===== config.mk =====
export PLATFORM = sky130hd
export DESIGN_NAME = cell_broadcast_receiver
export DESIGN_NICKNAME = d
export VERILOG_FILES = /design/src/rtl/cell_broadcast_receiver.sv
export SDC_FILE = /design/constraint.sdc
export NUM_CORES = 1
export LEC_CHECK = 0
export ABC_AREA = 1
export CAP_MARGIN = 20
export CORE_MARGIN = 2
export CORE_UTILIZATION = 50
export DETAILED_ROUTE_END_ITERATION = 10
export PLACE_DENSITY = 0.69
export SETUP_SLACK_MARGIN = 0.4
export SKIP_LAST_GASP = 1
export SYNTH_ARGS = -nofsm -noshare
export SYNTH_HDL_FRONTEND = slang
export SYNTH_SLANG_ARGS = --single-unit

===== constraint.sdc =====
create_clock -name clk -period 12.35 [get_ports clk]
set_clock_uncertainty 0.05 [all_clocks]
set_input_delay 1.235 -clock clk [delete_from_list [all_inputs] [get_ports clk]]
set_output_delay 1.235 -clock clk [all_outputs]
set_load 0.01 [all_outputs]

===== src/rtl/cell_broadcast_receiver.sv =====
// Per-cell receiver for the broadcast read protocol: turns broadcast particle IDs into
// position-cache reads and queues the returned records for the filter stage.
module cell_broadcast_receiver #(
  parameter int PID_W      = 7,
  parameter int DATA_W     = 96,
  parameter int FIFO_DEPTH = 8
) (
  input  logic              clk,
  input  logic              rst,
  input  logic [PID_W-1:0]  particle_id,
  input  logic [PID_W-1:0]  ref_id,
  input  logic              phase,
  input  logic              reading_particle_num,
  input  logic              pause_reading,
  output logic              rd_en,
  output logic [PID_W-1:0]  rd_addr,
  input  logic [DATA_W-1:0] rd_data,
  output logic              rec_valid,
  input  logic              rec_ready,
  output logic [PID_W-1:0]  rec_ref_id,
  output logic [PID_W-1:0]  rec_pid,
  output logic              rec_phase,
  output logic [DATA_W-1:0] rec_pos,
  output logic [PID_W-1:0]  particle_count,
  output logic              back_pressure,
  output logic              filter_buffer_empty,
  output logic              reading_done,
  output logic              overflow_err
);

  localparam int AW    = $clog2(FIFO_DEPTH);
  localparam int REC_W = 2 * PID_W + 1 + DATA_W;
  localparam logic [AW:0]   OCC_ONE  = (AW+1)'(1);
  localparam logic [AW:0]   OCC_FULL = (AW+1)'(FIFO_DEPTH);
  localparam logic [AW+1:0] BP_LEVEL = (AW+2)'(FIFO_DEPTH - 2);

  logic count_rd;
  logic data_rd;
  logic push;
  logic pop;
  logic full;
  logic do_write;
  logic count_return;

  logic [PID_W-1:0] particle_count_q, particle_count_d;
  logic             count_pending_q, count_pending_d;
  logic             inflight_q;
  logic             inflight_kind_q;
  logic [PID_W-1:0] inflight_ref_q;
  logic [PID_W-1:0] inflight_pid_q;
  logic             inflight_phase_q;
  logic [AW-1:0]    wr_ptr_q, wr_ptr_d;
  logic [AW-1:0]    rd_ptr_q, rd_ptr_d;
  logic [AW:0]      occ_q, occ_d;
  logic             back_pressure_q, back_pressure_d;
  logic             reading_done_q, reading_done_d;
  logic             overflow_err_q, overflow_err_d;
  logic [REC_W-1:0] mem_q [FIFO_DEPTH];

  // Read issue is purely combinational so the controller sees zero issue latency.
  always_comb begin
    count_rd = reading_particle_num && !pause_reading;
    data_rd  = !reading_particle_num && !pause_reading && (particle_id != '0) &&
               (particle_id <= particle_count_q) && !count_pending_q;
    rd_en    = count_rd || data_rd;
    rd_addr  = count_rd ? '0 : particle_id;
  end

  always_comb begin
    count_return     = inflight_q && inflight_kind_q;
    push             = inflight_q && !inflight_kind_q;
    pop              = rec_valid && rec_ready;
    full             = (occ_q == OCC_FULL);
    do_write         = push && (!full || pop);
    wr_ptr_d         = wr_ptr_q + AW'(do_write);
    rd_ptr_d         = rd_ptr_q + AW'(pop);
    occ_d            = occ_q;
    if (do_write && !pop) occ_d = occ_q + OCC_ONE;
    else if (!do_write && pop) occ_d = occ_q - OCC_ONE;
    overflow_err_d   = overflow_err_q || (push && full && !pop);
    particle_count_d = count_return ? rd_data[PID_W-1:0] : particle_count_q;
    count_pending_d  = count_pending_q;
    if (count_rd) count_pending_d = 1'b1;
    else if (count_return) count_pending_d = 1'b0;
    // Margin of two covers the read issued while the controller samples the flag, plus its return.
    back_pressure_d  = ({1'b0, occ_d} + (AW+2)'(rd_en)) >= BP_LEVEL;
    reading_done_d   = !count_pending_q && !reading_particle_num && (ref_id > particle_count_q);
  end

  always_ff @(posedge clk) begin
    if (rst) begin
      particle_count_q <= '0;
      count_pending_q  <= 1'b0;
      inflight_q       <= 1'b0;
      inflight_kind_q  <= 1'b0;
      inflight_ref_q   <= '0;
      inflight_pid_q   <= '0;
      inflight_phase_q <= 1'b0;
      wr_ptr_q         <= '0;
      rd_ptr_q         <= '0;
      occ_q            <= '0;
      back_pressure_q  <= 1'b0;
      reading_done_q   <= 1'b0;
      overflow_err_q   <= 1'b0;
    end else begin
      particle_count_q <= particle_count_d;
      count_pending_q  <= count_pending_d;
      inflight_q       <= rd_en;
      if (rd_en) begin
        inflight_kind_q  <= count_rd;
        inflight_ref_q   <= ref_id;
        inflight_pid_q   <= particle_id;
        inflight_phase_q <= phase;
      end
      wr_ptr_q         <= wr_ptr_d;
      rd_ptr_q         <= rd_ptr_d;
      occ_q            <= occ_d;
      back_pressure_q  <= back_pressure_d;
      reading_done_q   <= reading_done_d;
      overflow_err_q   <= overflow_err_d;
    end
  end

  always_ff @(posedge clk) begin
    if (do_write) mem_q[wr_ptr_q] <= {inflight_ref_q, inflight_pid_q, inflight_phase_q, rd_data};
  end

  assign rec_valid                                  = (occ_q != '0);
  assign {rec_ref_id, rec_pid, rec_phase, rec_pos}  = mem_q[rd_ptr_q];
  assign particle_count                             = particle_count_q;
  assign back_pressure                              = back_pressure_q;
  assign reading_done                               = reading_done_q;
  assign overflow_err                               = overflow_err_q;
  assign filter_buffer_empty = (occ_q == '0) && !inflight_q && !count_pending_q;

endmodule


==> qor.txt <==
Max stage delay on crit path - 890 ps
Prevailing post-synth register cell - edfxtp_1
Yosys warns - 0
Vias in the first global route - 22900
Congestion Overflow GR - 0
Clock Sinks - 926
Max-slew headroom - 27.5%
H-tree Lvls - 3
Peak Freq - 0.174 GHz
WHS Endpoint - overflow_err
Final hold slack - 427 ps
CP Launch Type - register
Worst Setup End Kind - output port
Via count - 22800
Starting Density - 50.5%
Global routing usage on met2 - 38.3%
Detail Placement HPWL - 42800 um
Synth unique cells - 34
Die area - 74500 sq um
Mean routed wirelength per cell - 20.9 um
Number of flops mapped to enable cells by yosys - 888
Hold-fix buffers, CTS - 0
Post-Layout Cell Count - 4019
Worst-Skew Late Latency - 630 ps
M1 GR Usage - 29.9%
Drt total wl - 84100 um
Status - finished, final reports clean
Post-synthesis sequential area ratio - 75.8%
Layout area overhead - 17.1%
Port bufs - 246
Max Buffers Root-to-Sink - 3
Num CTS Buffers - 93
R2r worst-path depth - 11
CP dominant cell by count - buf_4
Final Max Slew Viols - 0
Die Ht - 273 um
Io pins - 247
Flip-flop and latch count after synthesis - 926
Critical path cell sequence - buf_4 > buf_4 > o21ai_0 > o22ai_1 > nor2_1 > a31oi_1 > clkdlybuf4s50_1
DRC - 0
First-pass GRT wire length - 129000 um
CP top delay family - buffers and inverters
Net Count, Synth - 2933
Post-route ant nets - 0
P per Cell Area - 195 nW/um^2
Drt pass-1 iters - 5
Worst Tran Pin Value - 1090 ps
CP max FO - 67
Initial DRC Count - 2023
Asr flop ratio synth - 0%
Layout cells sized above 1 - 6.20%
Hold Crit Start - overflow_err
FP Rows - 98
Total track usage - 22.5%
Reg2reg start - occ_q[0]
Crit path DAT - 4450 ps
Final setup margin - 6610 ps
Final hold vios - 0
Critical path class - register to output port
Die X - 273 um
Most used routing layer - met2
Post-Synthesis Cells - 2796
Post-cts resize count - 0
Buf/Inv on CP - 3
Max Cap Violations - 0
Core area - 71600 sq um
Setup Fix Bufs, Post-CTS - 0
Vias per cell - 5.68
Hold Path Cell Cnt - 2
Largest net degree at the start of global routing - 226
Clk pin slew, worst setup/hold paths - 60 ps
Placed Cells - 3844
CP max stage cell - dfxtp_4
Final setup fails - 0
Fin nets - 3130
GPL Wtd Cong - 0.811
Initial antenna violation count - 4
Post-Syn Area - 36200 sq um
Maximum vdd drop - 0.128 mV
Required time of the critical path - 11060 ps
Reg2reg end - mem_q[1][48]
Final worst path period need - 5740 ps
Syn avg cell area - 12.9 sq um
Period utilization - 46.5%
CTS tree - built
Hold crit path type - register to register
Root Buffer - clkbuf_16
Setup TNS - 0 ps
Fill count - 5477
Place WS - 6970 ps
RSZ-0062 raised after global routing - false
Static Leak - 0.0140 uW
Met3 GRT Util - 3.46%
Flop2flop setup slack - 7840 ps
==> cell type report <==
type | instances | area [sq um] | area share (%)
flip-flops and latches | 926 | 27400 | 64.7
diodes | 4 | 10.0 | 0.0236
clock buffers | 121 | 2480 | 5.86
multi-input cells | 1647 | 7740 | 18.3
repair buffers | 280 | 2800 | 6.60
clock inverters | 46 | 526 | 1.24
inverters | 45 | 186 | 0.440
well taps | 950 | 1190 | 2.81
==> cells in the mapped netlist (2+ instances only) <==
cell,n,area [sq um]
nor2_1,830,3120
nand2_2,5,31.3
nand3b_1,2,15.0
nand4_1,6,37.5
nand3_2,2,20.0
o21ai_0,400,2000
buf_6,23,259
a31oi_1,111,694
nand2_4,2,22.5
xor2_1,2,17.5
o22ai_1,111,694
dfxtp_1,38,761
nand3_1,5,25.0
buf_2,31,155
ha_1,21,263
edfxtp_1,888,26700
nand2_1,43,161
o21ai_1,68,340
buf_1,7,26.3
clkbuf_1,112,420
inv_2,4,15.0
buf_4,5,37.5
a21oi_1,28,140
nand3_4,2,35.0
xnor2_1,2,17.5
inv_1,40,150
==> metrics by stage <==
step,util (%),instance area [sq um],power (uW)
2_1_floorplan,-,36200,4780
3_3_place_gp,54.8,39200,5450
3_5_place_dp,54.8,39200,5510
4_1_cts,59.0,42200,8290
5_1_grt,59.2,42400,8630
6_report,59.2,42400,8270
==> tightest hold or removal path, stage by stage, from the launching register on <==
cell	delay [ps]
dfxtp_1	320
inv_1	50
a21oi_1	60
==> placed cells by master, fill, tap and decap left out, types with 2 or more instances in the layout <==
cell type        instances
a21oi_1                 28
a31oi_1                111
buf_16                   4
buf_4                   30
bufinv_16               12
clkbuf_1                25
clkbuf_16               95
clkdlybuf4s50_1        246
clkinv_1                15
clkinv_2                15
dfxtp_1                 36
dfxtp_4                  2
diode_2                  4
edfxtp_1               888
ha_1                    21
inv_1                   40
inv_2                    2
inv_6                    4
nand2_1                 43
nand2_2                  5
nand2_4                  2
nand3_1                  5
nand3_2                  2
nand3_4                  2
nand3b_1                 2
nand4_1                  6
nor2_1                 822
nor2_4                   8
o21ai_0                400
o21ai_1                 68
o22ai_1                111
xnor2_1                  2
xor2_1                   2
==> flip-flops by register name (all words and copies together), names as in the netlist <==
name              cells
reading_done          1
wr_ptr_q              3
particle_count        7
inflight_pid_q        7
inflight_ref_q        7
count_pending_q       1
occ_q                 4
inflight_q            1
inflight_phase_q      1
back_pressure         1
rd_ptr_q              3
overflow_err          1
mem_q               888
inflight_kind_q       1
==> power breakdown <==
part           switching, uW  internal [uW]
Sequential              59.0           3490
Clock                   1130           1660
Combinational           1170            758
==> kinds of logic after synthesis <==
group / after synthesis / share of synthesized area, %
AOI/OAI and AO/OA: 720 / 10.7
xor gates and xnor gates: 4 / 0.0969
adders and majority gates: 21 / 0.726
buffers and inverters: 223 / 2.95
DFF: 926 / 75.8
and+or+nand+nor: 902 / 9.66
==> per-layer routing <==
layer / part of all wire, % / vias to the layer above
li1: - / 10600
met1: 42 / 11400
met2: 49 / 749
met3: 6.3 / 128
met4: 2.1 / 2
met5: 0.018 / -
==> worst max-delay path by stage <==
stage                      from      endpoint  slack (ps)  depth (start not counted)
floorplan             rec_ready   mem_q[0][0]        5430                          6
global placement      rec_ready  mem_q[1][43]        7010                          9
detailed placement    rec_ready  mem_q[1][43]        6970                          9
CTS                 rd_ptr_q[0]   rec_pos[18]        6430                          7
global route        rd_ptr_q[0]   rec_pos[53]        6340                          8
finish              rd_ptr_q[1]    rec_pos[3]        6610                          7
No activity file was read; power rests on OpenSTA's default activity.
